[src/rtl/ysyx_25040101_csr_seq_pkg.sv]
// ysyx_25040101_csr_seq_pkg: shared states, CSR addresses, mstatus fields and Zicsr op codes
package ysyx_25040101_csr_seq_pkg;
  typedef enum logic [3:0] {
    S_IDLE, S_CSR_RMW, S_T_EPC, S_T_CAUSE, S_T_STAT, S_T_VEC, S_R_STAT, S_R_EPC, S_DONE
  } state_t;
  typedef enum logic [1:0] {C_NONE, C_CSR, C_ECALL, C_MRET} cls_t;
  localparam logic [11:0] CSR_MSTATUS = 12'h300;
  localparam logic [11:0] CSR_MTVEC = 12'h305;
  localparam logic [11:0] CSR_MEPC = 12'h341;
  localparam logic [11:0] CSR_MCAUSE = 12'h342;
  localparam int MS_MIE = 3;
  localparam int MS_MPIE = 7;
  localparam int MS_MPP_LO = 11;
  localparam int MS_MPP_HI = 12;
  localparam logic [1:0] OP_NONE = 2'b00;
  localparam logic [1:0] OP_RW = 2'b01;
  localparam logic [1:0] OP_RS = 2'b10;
  localparam logic [1:0] OP_RC = 2'b11;
endpackage

[src/rtl/ysyx_25040101_csr_alu.sv]
// ysyx_25040101_csr_alu: Zicsr read-modify-write result and mstatus trap/return rewrite
module ysyx_25040101_csr_alu
  import ysyx_25040101_csr_seq_pkg::*;
#(
  parameter int XLEN = 32
) (
  input  logic [1:0]      op,
  input  logic [XLEN-1:0] rdata,
  input  logic [XLEN-1:0] operand,
  output logic [XLEN-1:0] rmw,
  output logic [XLEN-1:0] trap_status,
  output logic [XLEN-1:0] ret_status
);
  always_comb begin
    rmw = op == OP_RW ? operand : op == OP_RS ? rdata | operand : rdata & ~operand;
    trap_status = rdata;
    trap_status[MS_MPIE] = rdata[MS_MIE];
    trap_status[MS_MIE] = 1'b0;
    trap_status[MS_MPP_HI:MS_MPP_LO] = 2'b11;
    ret_status = rdata;
    ret_status[MS_MIE] = rdata[MS_MPIE];
    ret_status[MS_MPIE] = 1'b1;
    ret_status[MS_MPP_HI:MS_MPP_LO] = 2'b11;
  end
endmodule

[src/rtl/ysyx_25040101_csr_seq.sv]
// ysyx_25040101_csr_seq: sequences Zicsr/ecall/mret into single-port CSR accesses
module ysyx_25040101_csr_seq
  import ysyx_25040101_csr_seq_pkg::*;
#(
  parameter int XLEN = 32,
  parameter logic [XLEN-1:0] MCAUSE_ECALL = 32'd11
) (
  input  logic            clk,
  input  logic            rst,
  input  logic            in_valid_i,
  output logic            in_ready_o,
  input  logic            is_ecall_i,
  input  logic            is_mret_i,
  input  logic [1:0]      csr_op_i,
  input  logic [11:0]     csr_index_i,
  input  logic [XLEN-1:0] operand_i,
  input  logic            wr_suppress_i,
  input  logic [XLEN-1:0] pc_i,
  output logic [11:0]     csr_index_o,
  output logic            csr_wen_o,
  output logic [XLEN-1:0] csr_wdata_o,
  input  logic [XLEN-1:0] csr_rdata_i,
  output logic            done_o,
  output logic [XLEN-1:0] rd_wdata_o,
  output logic            redirect_o,
  output logic [XLEN-1:0] redirect_pc_o
);
  state_t state;
  cls_t cls;
  logic [1:0] op_q;
  logic [11:0] index_q;
  logic [XLEN-1:0] operand_q, pc_q, old_q, target_q, rmw, trap_status, ret_status;
  logic suppress_q;
  ysyx_25040101_csr_alu #(.XLEN(XLEN)) u_alu (
    .op(op_q), .rdata(csr_rdata_i), .operand(operand_q),
    .rmw(rmw), .trap_status(trap_status), .ret_status(ret_status)
  );
  always_ff @(posedge clk) begin
    if (rst) begin
      state <= S_IDLE;
      cls <= C_NONE;
      op_q <= OP_NONE;
      index_q <= '0;
      operand_q <= '0;
      suppress_q <= 1'b0;
      pc_q <= '0;
      old_q <= '0;
      target_q <= '0;
    end else begin
      case (state)
        S_IDLE: if (in_valid_i) begin
          cls <= is_ecall_i ? C_ECALL : is_mret_i ? C_MRET : csr_op_i != OP_NONE ? C_CSR : C_NONE;
          state <= is_ecall_i ? S_T_EPC : is_mret_i ? S_R_STAT : csr_op_i != OP_NONE ? S_CSR_RMW : S_DONE;
          op_q <= csr_op_i;
          index_q <= csr_index_i;
          operand_q <= operand_i;
          suppress_q <= wr_suppress_i;
          pc_q <= pc_i;
          old_q <= '0;
          target_q <= '0;
        end
        S_CSR_RMW: begin
          old_q <= csr_rdata_i;
          state <= S_DONE;
        end
        S_T_EPC: state <= S_T_CAUSE;
        S_T_CAUSE: state <= S_T_STAT;
        S_T_STAT: state <= S_T_VEC;
        S_T_VEC: begin
          target_q <= {csr_rdata_i[XLEN-1:2], 2'b00};
          state <= S_DONE;
        end
        S_R_STAT: state <= S_R_EPC;
        S_R_EPC: begin
          target_q <= {csr_rdata_i[XLEN-1:2], 2'b00};
          state <= S_DONE;
        end
        default: state <= S_IDLE;
      endcase
    end
  end
  assign in_ready_o = state == S_IDLE;
  assign done_o = state == S_DONE;
  assign redirect_o = done_o && (cls == C_ECALL || cls == C_MRET);
  assign rd_wdata_o = done_o && cls == C_CSR ? old_q : '0;
  assign redirect_pc_o = redirect_o ? target_q : '0;
  assign csr_index_o = state == S_CSR_RMW ? index_q :
                       state inside {S_T_STAT, S_R_STAT} ? CSR_MSTATUS :
                       state == S_T_VEC ? CSR_MTVEC :
                       state inside {S_T_EPC, S_R_EPC} ? CSR_MEPC :
                       state == S_T_CAUSE ? CSR_MCAUSE : 12'h0;
  // a write in the cycle rst is seen would be a partial sequence, so it is held off
  assign csr_wen_o = !rst && (state == S_CSR_RMW ? !(suppress_q && op_q != OP_RW) :
                              state inside {S_T_EPC, S_T_CAUSE, S_T_STAT, S_R_STAT});
  assign csr_wdata_o = state == S_CSR_RMW ? rmw :
                       state == S_T_EPC ? pc_q :
                       state == S_T_CAUSE ? MCAUSE_ECALL :
                       state == S_T_STAT ? trap_status :
                       state == S_R_STAT ? ret_status : '0;
endmodule

[config.mk]
export PLATFORM = sky130hd
export DESIGN_NAME = ysyx_25040101_csr_seq
export DESIGN_NICKNAME = d
export VERILOG_FILES = /design/src/rtl/ysyx_25040101_csr_seq_pkg.sv /design/src/rtl/ysyx_25040101_csr_alu.sv /design/src/rtl/ysyx_25040101_csr_seq.sv
export SDC_FILE = /design/constraint.sdc
export NUM_CORES = 1
export LEC_CHECK = 0
export CORE_MARGIN = 1.5
export CORE_UTILIZATION = 43
export CTS_CLUSTER_SIZE = 28
export DETAILED_ROUTE_END_ITERATION = 10
export PLACE_DENSITY = 0.75
export SLEW_MARGIN = 10
export SYNTH_ARGS = -nofsm -noshare
export SYNTH_HDL_FRONTEND = slang
export SYNTH_SLANG_ARGS = --single-unit
[constraint.sdc]
create_clock -name clk -period 1.8 [get_ports clk]
set_input_delay 0.45 -clock clk [delete_from_list [all_inputs] [get_ports clk]]
set_output_delay 0.45 -clock clk [all_outputs]
set_load 0.05 [all_outputs]
Yosys cells after proc, flatten, opt, wreduce, memory -nomap -nowiden

Index checks and enable logic that the tools add are counted.

Memories kept: 0
Register bits: 149
Bits in read-only memories: 0
Word-level logic and storage cells: 72
Input port bits: 116
Output and inout bits: 112
Latch bits: 0
RAM bits: 0

Multiply operators: 0
$lt $le $gt $ge: 0
Bitwise logic cells: 3
Reductions and logical operators: 19
Multiplexer cells: 26
Divide/modulo/power cells: 0
Add/sub/neg operators: 0
Eq/ne operators: 15
Shift operators: 0

Operators with widths:

| kind               | number |
|---|---|
| $mux 32            | 10 |
| $pmux 32 s2        | 2 |
| $mux 10            | 4 |
| $and 32x32->32     | 1 |
| $not 32->32        | 1 |
| $or 32x32->32      | 1 |
| $pmux 4 s6         | 1 |
| $eq 4x3->1 const B | 4 |
| $mux 4             | 4 |
| $mux 12            | 1 |
| $reduce_bool 2->1  | 5 |
| $eq 4x2->1 const B | 2 |
| $eq 2x2->1 const B | 3 |
| $reduce_and 2->1   | 3 |
| $eq 2x1->1 const B | 2 |
| $eq 4x1->1 const B | 1 |
| $eq 4x4->1 const B | 1 |
| $logic_and 1x1->1  | 4 |
| $logic_not 4->1    | 1 |
| $mux 2             | 2 |
| $reduce_bool 4->1  | 1 |
| $reduce_or 3->1    | 1 |
| $logic_not 1->1    | 2 |
| $mux 1             | 2 |
| 4 further kinds    | 4 |

Longest topological paths before layout

Depth after elaboration: 6
Depth in mapped cells: 8
Depth with buffers taken out: 4

Cells and area by module

Synthesis repeated with hierarchy kept, for this count alone.

Cell total of the unflattened synthesis: 1111
Area, all modules: 9047.4 µm²

Modules (own cells, without submodules):

| module                | instances | area each (µm²) | cells each | sequential area each (µm²) |
|---|---|---|---|---|
| ysyx_25040101_csr_seq | 1         | 7559.8          | 937        | 2942.8 |
| ysyx_25040101_csr_alu | 1         | 1487.7          | 174        | 0.0 |

Least setup slack after synthesis

Ideal clock, no wire load.

Path type: reg-to-output
Start point: register state[0]
End point: output port csr_index_o[1]
Setup slack: -1.286 ns
Arrival: 2.636 ns
Data required time: 1.350 ns
Cell stages (with the launch flop): 5
Path buffers: 3
Cell sequence: dfxtp_1 > buf_2 > clkbuf_1 > clkbuf_1 > nor4b_1

Word-level cells in the longest chain between the ends: 6
Elaborated cells between the ends (all ways): 14
Those cells by class: eq/ne (7); mux (5); reduce/logical (2)

Ends and longest elaborated chain:

| item                                                | line                                                     | RTL |
|---|---|---|
| from (decl)                                         | ysyx_25040101_csr_seq.sv:28                              | `state_t state;` |
| from (signal assigned)                              | ysyx_25040101_csr_seq.sv:53                              | `state <= is_ecall_i ? S_T_EPC : is_mret_i ? S_R_STAT : csr_op_i != OP_NONE ? S_CSR_RMW : S_DONE;` |
| $eq 4x2->1, or another cell as far along            | ysyx_25040101_csr_seq.sv:91                              | `state == S_T_CAUSE ? CSR_MCAUSE : 12'h0;` |
| $mux 10 / $reduce_bool 2->1 (equally long branches) | ysyx_25040101_csr_seq.sv:91, ysyx_25040101_csr_seq.sv:90 |  |
| $mux 10                                             | ysyx_25040101_csr_seq.sv:90                              | `state inside {S_T_EPC, S_R_EPC} ? CSR_MEPC :` |
| $mux 10                                             | ysyx_25040101_csr_seq.sv:89                              | `state == S_T_VEC ? CSR_MTVEC :` |
| $mux 10                                             | ysyx_25040101_csr_seq.sv:88                              | `state inside {S_T_STAT, S_R_STAT} ? CSR_MSTATUS :` |
| $mux 12 (*)                                         | ysyx_25040101_csr_seq.sv:87                              | `assign csr_index_o = state == S_CSR_RMW ? index_q :` |
| to (decl)                                           | ysyx_25040101_csr_seq.sv:19                              | `output logic [11:0] csr_index_o,` |

Every way passes the cells marked *; elsewhere a longest branch is shown, timed or not.

Final worst setup path

Start point: register state[0]
End point: output port csr_wdata_o[4]

Word-level cells in the longest chain between the ends: 6
Elaborated cells between the ends (all ways): 10
Those cells by class: eq/ne (5); mux (5)

Ends and longest elaborated chain:

| item        | line                        | RTL |
|---|---|---|
| $eq 4x3->1  | ysyx_25040101_csr_seq.sv:99 | `state == S_R_STAT ? ret_status : '0;` |
| $mux 32     | ysyx_25040101_csr_seq.sv:99 |  |
| $mux 32     | ysyx_25040101_csr_seq.sv:98 | `state == S_T_STAT ? trap_status :` |
| $mux 32     | ysyx_25040101_csr_seq.sv:97 | `state == S_T_CAUSE ? MCAUSE_ECALL :` |
| $mux 32     | ysyx_25040101_csr_seq.sv:96 | `state == S_T_EPC ? pc_q :` |
| $mux 32 (*) | ysyx_25040101_csr_seq.sv:95 | `assign csr_wdata_o = state == S_CSR_RMW ? rmw :` |
| to (decl)   | ysyx_25040101_csr_seq.sv:21 | `output logic [XLEN-1:0] csr_wdata_o,` |

Marked as above.

==> results.json <==
{
  "dpl.hpwl_mm": 18.8,
  "path_delay_family": "buffers and inverters",
  "hp-class": "in -> reg",
  "power_mw": 17.8,
  "drt_wl_total_mm": 49.0,
  "cts_hold_buf": 0,
  "p_switching_mw": 7.36,
  "gr-total-overflow": 0,
  "crit_cells": 7,
  "synth_edf_count": 0,
  "vias": 11200,
  "cts_sinks": 147,
  "synthArstFlopShare_pct": 0,
  "p_per_area_mw_per_mm2": 1150,
  "ir_worst_vdd_mv": 1.21,
  "pwr-share-comb_pct": 55.7,
  "io_buffers": 225,
  "crit_arrival_ns": 2.20,
  "p_leak_nw": 5.56,
  "synth_seq_cells": 147,
  "critPathKind": "reg -> out",
  "slew_viol_final": 0,
  "routedWlPerCell_um": 31.7,
  "status": "finished with violations",
  "grt.busiest_layer": "met2",
  "grt_use_met1_pct": 47.0,
  "num_rows": 48,
  "setup_viol": 255,
  "design_area_mm2": 0.0155,
  "vias_per_cell": 7.26,
  "period_share_pct": 147,
  "start_kind": "flop",
  "grt_pass1_vias": 9771,
  "reg2reg_to": "cls[0]",
  "crit_top_cell": "buf_12",
  "area_growth_pct": 107,
  "worst_slack_ns": -0.849,
  "rrSetupSlack_ns": -0.59,
  "crit_required_ns": 1.35,
  "slew_headroom_pct": 63.1,
  "track_usage_pct": 39.3,
  "crit_path_max_fanout": 7,
  "synth_warnings": 0,
  "tritoncts": "built",
  "synth_ff_type": "dfxtp_1",
  "synthesis.area_mm2": 0.00748,
  "clk_latency_ns": 0.44,
  "maxCapViolCount": 0,
  "drtIter0Drc": 1864,
  "cts_root_buf": "clkbuf_16",
  "period_needed_ns": 2.65,
  "drive_above_1_share_pct": 47.3,
  "num-fill-cells": 605,
  "rr_worst_depth": 9,
  "p_int_mw": 10.5,
  "drc_errors": 0,
  "dieArea_mm2": 0.0182,
  "rsz0062_at_grt": "true",
  "use_met2_pct": 65.3,
  "switching_share_pct": 41.3,
  "die_h_um": 135,
  "skew_ns": 0.00776,
  "whs_path_depth": 4,
  "netlist_instances": 959,
  "antennaDiodeCount": 0,
  "ios": 228,
  "die_x_um": 135,
  "failed_checks": "setup timing",
  "antenna_found_initial": 1,
  "clk_pin_slew_ns": 0.07,
  "fp.coreArea_mm2": 0.0172,
  "crit_chain": "nor4b_4 > buf_4 > clkbuf_16 > buf_12 > a221oi_2 > a31oi_4 > buf_12",
  "place.gp.congestion": 0.897,
  "start_util_pct": 43.6,
  "first_pass_iters": 6,
  "yosysUniqueCellTypes": 48,
  "numCtsBuffers": 17,
  "worst_slew_pin_slew_ns": 0.553,
  "r2r_start": "state[1]",
  "grt_max_degree": 79,
  "max_stage_delay_ns": 0.46,
  "clkPwrFrac_pct": 21.8,
  "detail-route-antenna-nets": 0,
  "seq_area_frac_synth_pct": 39.3,
  "cp_num_buf_inv": 4,
  "htree_num_levels": 4,
  "final_nets": 1423,
  "seq_power_share_pct": 22.4,
  "hold_viol_final": 0,
  "worstHoldStart": "in_valid_i",
  "dpl-instance-area_mm2": 0.0123,
  "cts.path.max_buffers": 2,
  "grt_pass1_wl_mm": 54.8,
  "cp_slowest_cell": "dfxtp_4",
  "met3_usage_pct": 7.85,
  "synth_area_per_cell_um2": 7.80,
  "fmax_ghz": 0.377,
  "min_to": "pc_q[30]",
  "end_kind": "output port"
}
## worst min-delay path, delay by kind of cell
family	cells	cell delay, ns
compound gates	2	0.20
buf+inv	2	0.22
## flip-flops by register name, indices dropped and copies added (netlist names), 2 cells and up
| signal | cells |
|---|---|
| cls | 2 |
| operand_q | 32 |
| target_q | 30 |
| old_q | 32 |
| pc_q | 32 |
| index_q | 12 |
| op_q | 2 |
| state | 4 |
## placed cells by master, fill, tap and decap left out, drive strengths merged, types with 3 or more instances in the layout
cell type,instances
clkbuf,37
nor4b,3
xnor2,14
o221ai,13
a2bb2oi,3
buf,312
inv,7
nand3b,15
nor2,9
nand2b,3
dfxtp,147
clkinvlp,3
o22ai,3
o211ai,63
a221oi,26
a31oi,13
a21oi,164
clkdlybuf4s50,113
clkinv,3
o21ai,86
nand2,79
nand3,94
nor2b,7
and2,69
a22oi,5
## synthesized netlist by cell type (5+ instances only)
library cell / instances / area [um^2]
a21oi_1: 164 / 821
a221oi_1: 26 / 228
a22oi_1: 5 / 37.5
a31oi_1: 13 / 81.3
and2_1: 69 / 432
buf_1: 9 / 33.8
buf_2: 24 / 120
buf_6: 8 / 90.1
clkbuf_1: 71 / 267
dfxtp_1: 147 / 2940
nand2_1: 79 / 297
nand3_1: 94 / 470
nand3b_1: 15 / 113
nor2_1: 9 / 33.8
nor2b_1: 7 / 43.8
o211ai_1: 63 / 473
o21ai_0: 86 / 430
o221ai_1: 13 / 114
xnor2_1: 14 / 123
## through the flow
stage          setup TNS, ns  instances  worst slack [ns]  util, %  hold slack (ns)
2_1_floorplan          -8.06        960            -0.185        -            0.445
3_3_place_gp          -29.70       1413            -0.444     71.8            0.458
3_5_place_dp          -37.36       1413            -0.441     71.8            0.467
4_1_cts              -105.69       1506            -0.624     83.8            0.467
5_1_grt              -132.11       1545            -0.829     90.1            0.481
6_report             -134.15       1545            -0.849     90.1            0.475
## final cells by class
class | count | area, um^2 | area share [%]
well taps | 225 | 282 | 1.82
flip-flops and latches | 147 | 2960 | 19.1
repair buffers | 443 | 6110 | 39.5
clock buffers | 20 | 467 | 3.02
multi-input cells | 695 | 5490 | 35.5
clock inverters | 12 | 144 | 0.930
inverters | 3 | 18.8 | 0.121
## cell families (layout without fill, tap and decap cells)
| family | Yosys count | count (layout) | synth area share, % |
|---|---|---|---|
| and+or+nand+nor | 291 | 291 | 20.6 |
| buffers and inverters | 118 | 478 | 7.27 |
| xor gates and xnor gates | 15 | 15 | 1.76 |
| AOI/OAI and AO/OA | 387 | 387 | 31.0 |
| other | 1 | 2 | 0.0501 |
| DFF | 147 | 147 | 39.3 |
## per-layer routing
metal / vias to the layer above / share of wire [%]
met3: 490 / 14
met1: 5171 / 33
li1: 4222 / -
met5: - / 0.024
met2: 1336 / 43
met4: 2 / 10
## worst max path at each step
stage | start | endpoint
CTS | state[2] | csr_wdata_o[15]
detailed placement | csr_rdata_i[3] | csr_wdata_o[7]
floorplan | state[0] | csr_wdata_o[7]
global route | state[0] | csr_wdata_o[4]
finish | state[0] | csr_wdata_o[4]
global placement | csr_rdata_i[3] | csr_wdata_o[7]
## timing repair
item	CTS	global route
pin swaps	72	117
setup buffers	54	40
gates resized for setup	178	236
gates cloned	20	20
endpoints found under the setup margin	254	255
## power by group through the flow
stage / Sequential (mW) / Clock [mW] / Combinational, mW
after CTS: 3.83 / 3.69 / 7.42
final: 4.00 / 3.89 / 9.93
after detailed placement: 3.87 / 0 / 5.67
after global routing: 3.98 / 3.95 / 9.98
after floorplan: 3.79 / 0 / 3.48
after global placement: 3.85 / 0 / 5.58
Note: power is estimated with default switching activity, not from simulation.
